File: config.mk
export PLATFORM = sky130hd
export DESIGN_NAME = piso_serializer
export DESIGN_NICKNAME = d
export VERILOG_FILES = /design/src/rtl/piso_pkg.sv /design/src/rtl/piso_serializer_bit_counter.sv /design/src/rtl/piso_serializer.sv
export SDC_FILE = /design/constraint.sdc
export NUM_CORES = 1
export LEC_CHECK = 0
export CORE_UTILIZATION = 36
export DETAILED_ROUTE_END_ITERATION = 10
export PLACE_DENSITY = 0.62
export SKIP_CTS_REPAIR_TIMING = 1
export SKIP_LAST_GASP = 1
export SLEW_MARGIN = 30
export SYNTH_ARGS = -nofsm -noshare
export SYNTH_HDL_FRONTEND = slang
export SYNTH_SLANG_ARGS = --single-unit
File: constraint.sdc
create_clock -name clk_i -period 2 [get_ports clk_i]
set_input_delay 0.4 -clock clk_i [delete_from_list [all_inputs] [get_ports clk_i]]
set_output_delay 0.4 -clock clk_i [all_outputs]
set_load 0.02 [all_outputs]
File: src/rtl/piso_pkg.sv
// piso_pkg: shared types and helpers for the parallel-in/serial-out serializer.
//   piso_state_e : FSM state encoding (IDLE, SHIFT, DONE)
//   cnt_width()  : bit-counter width for a given word width, clog2(WIDTH)
package piso_pkg;

  typedef enum logic [1:0] {
    IDLE  = 2'd0,
    SHIFT = 2'd1,
    DONE  = 2'd2
  } piso_state_e;

  // Counter width able to index every bit of a WIDTH-bit word.
  // Clamped to 1 so a degenerate width never yields a zero-width vector.
  function automatic int unsigned cnt_width(input int unsigned w);
    if (w < 32'd2) begin
      return 32'd1;
    end else begin
      return $clog2(w);
    end
  endfunction

endpackage

File: src/rtl/piso_serializer_bit_counter.sv
// bit_counter: up-counter with enable, synchronous clear and terminal-count flag.
//   clk_i   : clock
//   reset_i : synchronous active-high reset (count -> 0)
//   clr_i   : synchronous clear (count -> 0), has priority over en_i
//   en_i    : increment enable
//   tc_o    : high while count == LIMIT-1 (decoded from the register)
module bit_counter #(
  parameter int LIMIT = 8,
  parameter int CW    = 3
) (
  input  logic clk_i,
  input  logic reset_i,
  input  logic clr_i,
  input  logic en_i,
  output logic tc_o
);

  logic [CW-1:0] count_q;
  logic [CW-1:0] count_d;

  // Next count: clear wins over increment, otherwise hold.
  always_comb begin
    count_d = count_q;
    if (clr_i) begin
      count_d = '0;
    end else if (en_i) begin
      count_d = count_q + CW'(1);
    end else begin
      count_d = count_q;
    end
  end

  // Count register.
  always_ff @(posedge clk_i) begin
    if (reset_i) begin
      count_q <= '0;
    end else begin
      count_q <= count_d;
    end
  end

  // Terminal count decoded from the register only.
  assign tc_o = (count_q == CW'(LIMIT - 1));

endmodule

File: src/rtl/piso_serializer.sv
// piso_serializer: accepts a WIDTH-bit word over valid/ready and shifts it out
// one bit per shift_en tick, then pulses frame_done for one cycle.
//   clk_i          : clock, all state on rising edge
//   reset_i        : synchronous active-high reset
//   load_valid_i   : upstream word present on load_data_i
//   load_ready_o   : word accepted this cycle (high only in IDLE)
//   load_data_i    : parallel word, captured on handshake
//   shift_en_i     : bit-rate tick, advances one bit in SHIFT
//   ser_out_o      : current serial bit (0 outside SHIFT)
//   ser_valid_o    : ser_out_o carries a frame bit
//   busy_o         : high in SHIFT and DONE
//   frame_done_o   : one-cycle pulse after the final bit
// Every output is decoded from registered state only.
module piso_serializer
  import piso_pkg::*;
#(
  parameter int WIDTH     = 8,
  parameter bit MSB_FIRST = 1'b1
) (
  input  logic             clk_i,
  input  logic             reset_i,
  input  logic             load_valid_i,
  output logic             load_ready_o,
  input  logic [WIDTH-1:0] load_data_i,
  input  logic             shift_en_i,
  output logic             ser_out_o,
  output logic             ser_valid_o,
  output logic             busy_o,
  output logic             frame_done_o
);

  localparam int CNT_W = int'(cnt_width(WIDTH));

  piso_state_e      state_q;
  piso_state_e      state_d;
  logic [WIDTH-1:0] sreg_q;
  logic [WIDTH-1:0] sreg_d;
  logic             accept_s;
  logic             advance_s;
  logic             cnt_tc_s;

  // Handshake can only happen in IDLE, where load_ready is high.
  assign accept_s  = (state_q == IDLE) && load_valid_i;
  // A tick on the last bit leaves the frame instead of shifting.
  assign advance_s = (state_q == SHIFT) && shift_en_i && !cnt_tc_s;

  bit_counter #(
    .LIMIT (WIDTH),
    .CW    (CNT_W)
  ) u_bit_counter (
    .clk_i   (clk_i),
    .reset_i (reset_i),
    .clr_i   (accept_s),
    .en_i    (advance_s),
    .tc_o    (cnt_tc_s)
  );

  // State register.
  always_ff @(posedge clk_i) begin
    if (reset_i) begin
      state_q <= IDLE;
    end else begin
      state_q <= state_d;
    end
  end

  // Next-state logic.
  always_comb begin
    state_d = state_q;
    case (state_q)
      IDLE: begin
        if (load_valid_i) begin
          state_d = SHIFT;
        end else begin
          state_d = IDLE;
        end
      end
      SHIFT: begin
        if (shift_en_i && cnt_tc_s) begin
          state_d = DONE;
        end else begin
          state_d = SHIFT;
        end
      end
      DONE: begin
        state_d = IDLE;
      end
      default: begin
        state_d = IDLE;
      end
    endcase
  end

  // Shift-register next value: load, shift toward the output end, or hold.
  always_comb begin
    sreg_d = sreg_q;
    if (accept_s) begin
      sreg_d = load_data_i;
    end else if (advance_s) begin
      if (MSB_FIRST) begin
        sreg_d = {sreg_q[WIDTH-2:0], 1'b0};
      end else begin
        sreg_d = {1'b0, sreg_q[WIDTH-1:1]};
      end
    end else begin
      sreg_d = sreg_q;
    end
  end

  // Shift register.
  always_ff @(posedge clk_i) begin
    if (reset_i) begin
      sreg_q <= '0;
    end else begin
      sreg_q <= sreg_d;
    end
  end

  // Output decode from registered state.
  always_comb begin
    load_ready_o = 1'b0;
    ser_valid_o  = 1'b0;
    ser_out_o    = 1'b0;
    busy_o       = 1'b0;
    frame_done_o = 1'b0;
    case (state_q)
      IDLE: begin
        load_ready_o = 1'b1;
      end
      SHIFT: begin
        ser_valid_o = 1'b1;
        busy_o      = 1'b1;
        if (MSB_FIRST) begin
          ser_out_o = sreg_q[WIDTH-1];
        end else begin
          ser_out_o = sreg_q[0];
        end
      end
      DONE: begin
        busy_o       = 1'b1;
        frame_done_o = 1'b1;
      end
      default: begin
        load_ready_o = 1'b0;
      end
    endcase
  end

endmodule

Yosys cells after proc, flatten, opt, wreduce, memory -nomap -nowiden --
Index checks and enable logic that the tools add are counted.
Word-level totals: flip-flop bits (word level) 13, input port bits 12, output and inout port bits 5, logic and storage cells 26
Operators by class: add/subtract/negate cells 1, equality and inequality tests 3, mux-type cells 10, reduce and logical (&&, ||, !) cells 9
Operators with widths (number):
- 8-bit 2-to-1 mux | 2
- 1-bit 2-to-1 mux | 6
- 1-bit logical AND | 4
- 2-bit case mux with 2 select lines | 1
- 2-bit OR reduction | 2
- 3-bit by 1-bit adder with 3-bit output (second input constant) | 1
- 3-bit == test (second input constant) | 1
- 2-bit by 1-bit == test with 1-bit output (second input constant) | 1
- 2-bit == test (second input constant) | 1
- 2-bit zero test | 1
- 2-bit 2-to-1 mux | 1
- 2-bit nonzero test | 1
- 1-bit zero test | 1

Depth between registers and ports, before layout --
depth after elaboration 5, mapped depth 6, mapped depth without buffers 5

Cells and area by module --
A second synthesis with hierarchy kept.
Second synthesis, totals: cells, all modules 68, area total of the unflattened synthesis 600.6 µm²
By module, submodules not included:
- piso_serializer | times used 1, cells an instance 57, area an instance 466.7 µm², sequential area each 200.2 µm²
- bit_counter | times used 1, cells an instance 11, area an instance 133.9 µm², sequential area each 60.1 µm²

Worst setup path after synthesis --
OpenSTA, ideal clock, no wires.
kind register -> register, start point register u_bit_counter.count_q[0], end point register u_bit_counter.count_q[2], setup time 138 ps, arrival time 1301 ps, data required time 1862 ps, setup slack 561 ps, cell stages (with the launch flop) 7, buffers on the path 1, period minus slack after synthesis 1439 ps, cells stage by stage dfxtp_1 ha_1 ha_1 and3b_1 buf_6 mux2i_1 nor3_2
Between the ends: longest elaborated chain between the ends 3, elaborated cells between the ends (all ways) 4, those cells by class add/sub: 1; eq/ne: 1; reduce/logical: 2
RTL lines:
- start: declaration | RTL line piso_serializer_bit_counter.sv:18 | logic [CW-1:0] count_q;
- start signal: assignment | RTL line piso_serializer_bit_counter.sv:38 | count_q <= count_d;
- parallel branches: the longest is 3 deep, another holds 3-bit by 1-bit adder with 3-bit output
Parallel ways; which one is timed is not known. A chain may end at the register's enable or synchronous reset.

Final worst setup path --
start point register state_q[0], end point output busy_o
Between the ends: longest elaborated chain between the ends 3, elaborated cells between the ends (all ways) 4, those cells by class eq/ne: 2; mux: 1; reduce/logical: 1
RTL lines:
- start: declaration | RTL line piso_serializer.sv:34 | piso_state_e state_q;
- start signal: assignment | RTL line piso_serializer.sv:63 | state_q <= state_d;
- 2-bit by 1-bit == test with 1-bit output or 2-bit == test (tied branches) | RTL line piso_serializer.sv:126 | case (state_q)
- 2-bit OR reduction (no line) (*)
- 1-bit 2-to-1 mux (*) | RTL line piso_serializer.sv:126
- end: declaration | RTL line piso_serializer.sv:28 | output logic busy_o,
Every way passes the cells marked *; elsewhere a longest branch is shown, timed or not.

==> impl_table.tex <==
\begin{tabular}{lr}
\hline
Metric & Value \\
\hline
\multicolumn{2}{l}{\textbf{Setup path}} \\
\quad Req. time, crit path & 1600 ps \\
\quad CP Capture Type & output pin \\
\quad Register-to-Register Path Depth & 6 \\
\quad Worst setup path class & reg -> out \\
\quad CP max FO & 2 \\
\quad Total number of cells along the worst setup path & 3 \\
\quad Worst endpoint data arrival time & 1520 ps \\
\quad Crit-path leading delay family & buffers and inverters \\
\quad Maximum cell stage delay along the critical path & 590 ps \\
\quad Ordered list of cells on the worst path & inv\_1 > ha\_1 > clkdlybuf4s50\_1 \\
\quad Slowest stage cell, crit path & clkdlybuf4s50\_1 \\
\quad Element type at the critical path start & flip-flop \\
\quad Worst path buffer plus inverter count & 2 \\
\multicolumn{2}{l}{\textbf{Worst hold path}} \\
\quad Hold depth & 2 \\
\quad Class of the tightest hold or removal check & reg -> reg \\
\multicolumn{2}{l}{\textbf{Die}} \\
\quad Area inside the core boundary & 1745 um\^{}2 \\
\quad Die area & 2039 um\^{}2 \\
\quad Standard-cell rows & 15 \\
\quad Number of primary I/O pins & 17 \\
\quad Die width & 45.16 um \\
\quad Initial cell density of the core & 38.42\% \\
\quad Die Span Y & 45.16 um \\
\multicolumn{2}{l}{\textbf{Route}} \\
\quad Drt wl/cell & 11.07 um \\
\quad Count of unresolved DRC violations after routing & 0 \\
\quad WL final & 1273 um \\
\quad Number of DRC markers in iteration 0 & 5 \\
\quad Vias & 539 \\
\quad Remaining number of nets flagged by the antenna check after routing & 0 \\
\quad Post-detailed-route via-to-cell ratio & 4.687 \\
\quad Pre-Repair DR Iteration Count & 2 \\
\multicolumn{2}{l}{\textbf{Cells and area}} \\
\quad Layout filler cell count & 180 \\
\quad P\&R area growth vs syn & 33.96\% \\
\quad Total number of nets in the final design & 108 \\
\quad Antenna diode instance count & 0 \\
\quad Most common library cell in the layout ignoring fill and taps & clkdlybuf4s50\_1 \\
\quad Share of layout cells above drive strength 1 & 25.56\% \\
\quad Post-route design area & 898.4 um\^{}2 \\
\quad Highest-count cells in the layout ignoring fill and taps & 15 x clkdlybuf4s50\_1, 13 x dfxtp\_1, 10 x nand2\_1, 8 x nor2\_1 \\
\quad Fin cells & 115 \\
\multicolumn{2}{l}{\textbf{Synth}} \\
\quad Number of unique standard cell types used by synthesis & 21 \\
\quad Post-synthesis sequential area ratio & 38.81\% \\
\quad Multiplexer area fraction after synthesis & 2.985\% \\
\quad Share of the synthesized area in compound gates (AO/OA/AOI/OAI) & 23.69\% \\
\quad Adder and majority gate portion of the synthesized area & 9.328\% \\
\quad Area of the mapped netlist & 670.6 um\^{}2 \\
\quad Synth Register Bits & 13 \\
\quad Average cell area after synthesis & 9.719 um\^{}2 \\
\quad Main combinational cell family by area after synthesis & compound AO/OA/AOI/OAI gates \\
\quad Simple-gate area share of the yosys netlist & 19.40\% \\
\quad Cell count after synthesis & 69 \\
\quad Count of warnings emitted by yosys & 0 \\
\quad Nets in the synthesized netlist & 86 \\
\quad Xor/xnor cell area share of the yosys netlist & 1.306\% \\
\multicolumn{2}{l}{\textbf{Power and ir drop}} \\
\quad P\_leak & 0.3545 nW \\
\quad Power density of the placed cells & 637.4 nW/um\^{}2 \\
\quad Largest voltage drop on the vdd net & 359.2 uV \\
\multicolumn{2}{l}{\textbf{STA}} \\
\quad TNS Setup & 0 ps \\
\quad Clk\_skew & 0.4644 ps \\
\quad Worst-case setup margin in the final layout & 77.89 ps \\
\quad Setup-violating endpoint count in the final report & 0 \\
\quad Peak Freq & 520.3 MHz \\
\quad RSZ-0062 raised after global routing & false \\
\quad Worst hold slack across all endpoints & 482.9 ps \\
\quad Pins over their slew limit & 0 \\
\quad Min Clock Period, post-route & 1922 ps \\
\quad Slew at the pin closest to its max-slew limit & 342.6 ps \\
\quad Final hold viol count & 0 \\
\quad Final Cycle Share & 96.11\% \\
\quad Relative slew slack & 77.09\% \\
\multicolumn{2}{l}{\textbf{Run}} \\
\quad Max-cap violation count & 0 \\
\multicolumn{2}{l}{\textbf{Place}} \\
\quad Quantity of I/O buffers inserted on ports & 16 \\
\quad Worst slack after detailed placement & 246.0 ps \\
\quad Total half-perimeter wirelength after legalization and detailed placement & 871.6 um \\
\quad Dpl cell area & 869.6 um\^{}2 \\
\quad Routability-driven placement congestion ratio & 0.6999 \\
\quad Placed cell count & 111 \\
\multicolumn{2}{l}{\textbf{CTS}} \\
\quad CTS tree & done \\
\quad H-tree depth reported by CTS & 1 \\
\quad Latest clock arrival within the worst-skew pair & 270 ps \\
\quad CTS Buffer Depth & 2 \\
\quad Worst-path clk slew & 80 ps \\
\quad Clock root buffer master & clkbuf\_4 \\
\quad CTS sink count & 13 \\
\quad TritonCTS buffer count & 3 \\
\multicolumn{2}{l}{\textbf{GRT}} \\
\quad Tot GR Track Use & 15.99\% \\
\quad Global route total overflow & 0 \\
\quad Maximum number of pins on one net before global-route repair & 14 \\
\quad Global-route wire length before repair & 2263 um \\
\quad Via count of the first global-routing pass & 524 \\
\quad Antenna violations before repair & 0 \\
\multicolumn{2}{l}{\textbf{Outcome}} \\
\quad Status & completed \\
\hline
\end{tabular}
## report_power, final
group	switching [mW]	total, mW	leakage [nW]	internal (mW)
Sequential	0.00999	0.285	0.107	0.275
Combinational	0.0621	0.126	0.233	0.0635
Clock	0.0845	0.162	0.0150	0.0772
## synthesized netlist by cell type, drive strengths merged
cell    count  area share [%]
nand2      10             5.6
and2        2             2.1
and3b       1             1.3
nor2        8             4.5
nand3b      1             1.1
clkbuf      1             1.1
nand3       1            0.75
a21oi       9              11
mux2i       2             3.0
dfxtp      13              39
nor3        3             3.0
xnor2       1             1.3
nor3b       1             1.1
buf         2             2.2
a211oi      7              13
inv         2             1.1
ha          5             9.3
## stage by stage
step / util, % / total power [mW]
2_1_floorplan: - / 0.3701
3_3_place_gp: 49.82 / 0.4166
3_5_place_dp: 49.82 / 0.4176
4_1_cts: 51.33 / 0.5833
5_1_grt: 51.47 / 0.6103
6_report: 51.47 / 0.5726
## worst register-to-register path, stage by stage (launching register included)
cell      delay (ps)
dfxtp_1          330
ha_1             210
ha_1             200
and3b_1          320
buf_4            200
a21oi_2           70
a211oi_2         200
## routing by layer
layer / routed length, um / GRT usage (%) / vias to the layer above
met3: 55 / 2.800 / 2
met4: 12 / 10.91 / 0
met1: 581 / 19.21 / 245
met5: 0 / 0 / -
li1: - / - / 279
met2: 623 / 25.80 / 13
## area by class of cell
cell class	instances	area [um^2]	area share (%)
Multi-Input combinational cell	51	380.4	42.34
Sequential cell	13	260.3	28.97
Timing Repair Buffer	20	192.7	21.45
Tap cell	25	31.28	3.482
Clock buffer	4	26.28	2.925
Inverter	2	7.507	0.8357
## logic make-up (layout without fill, tap and decap cells)
logic type	Yosys count	after routing
AND/OR/NAND/NOR	27	27
AO/OA/AOI/OAI	16	16
flip-flops	13	13
adder cells (fa/ha/maj)	5	5
buffers and inverters	5	26
multiplexers	2	2
XOR/XNOR	1	1
## flip-flops by register name (all words and copies together), names as in the netlist
signal and count:
sreg_q 8, u_bit_counter.count_q 3, state_q 2
## final timing paths
check,start,to,slack (ps)
worst min register to register,sreg_q[7]$_SDFFE_PP0P_,sreg_q[7]$_SDFFE_PP0P_,480
worst max register to register,u_bit_counter.count_q[0]$_SDFFE_PP0P_,sreg_q[4]$_SDFFE_PP0P_,410
worst min-delay path,sreg_q[7]$_SDFFE_PP0P_,sreg_q[7]$_SDFFE_PP0P_,480
worst max-delay path,state_q[0]$_SDFF_PP0_,busy_o,80
No activity file was read; power rests on OpenSTA's default activity.
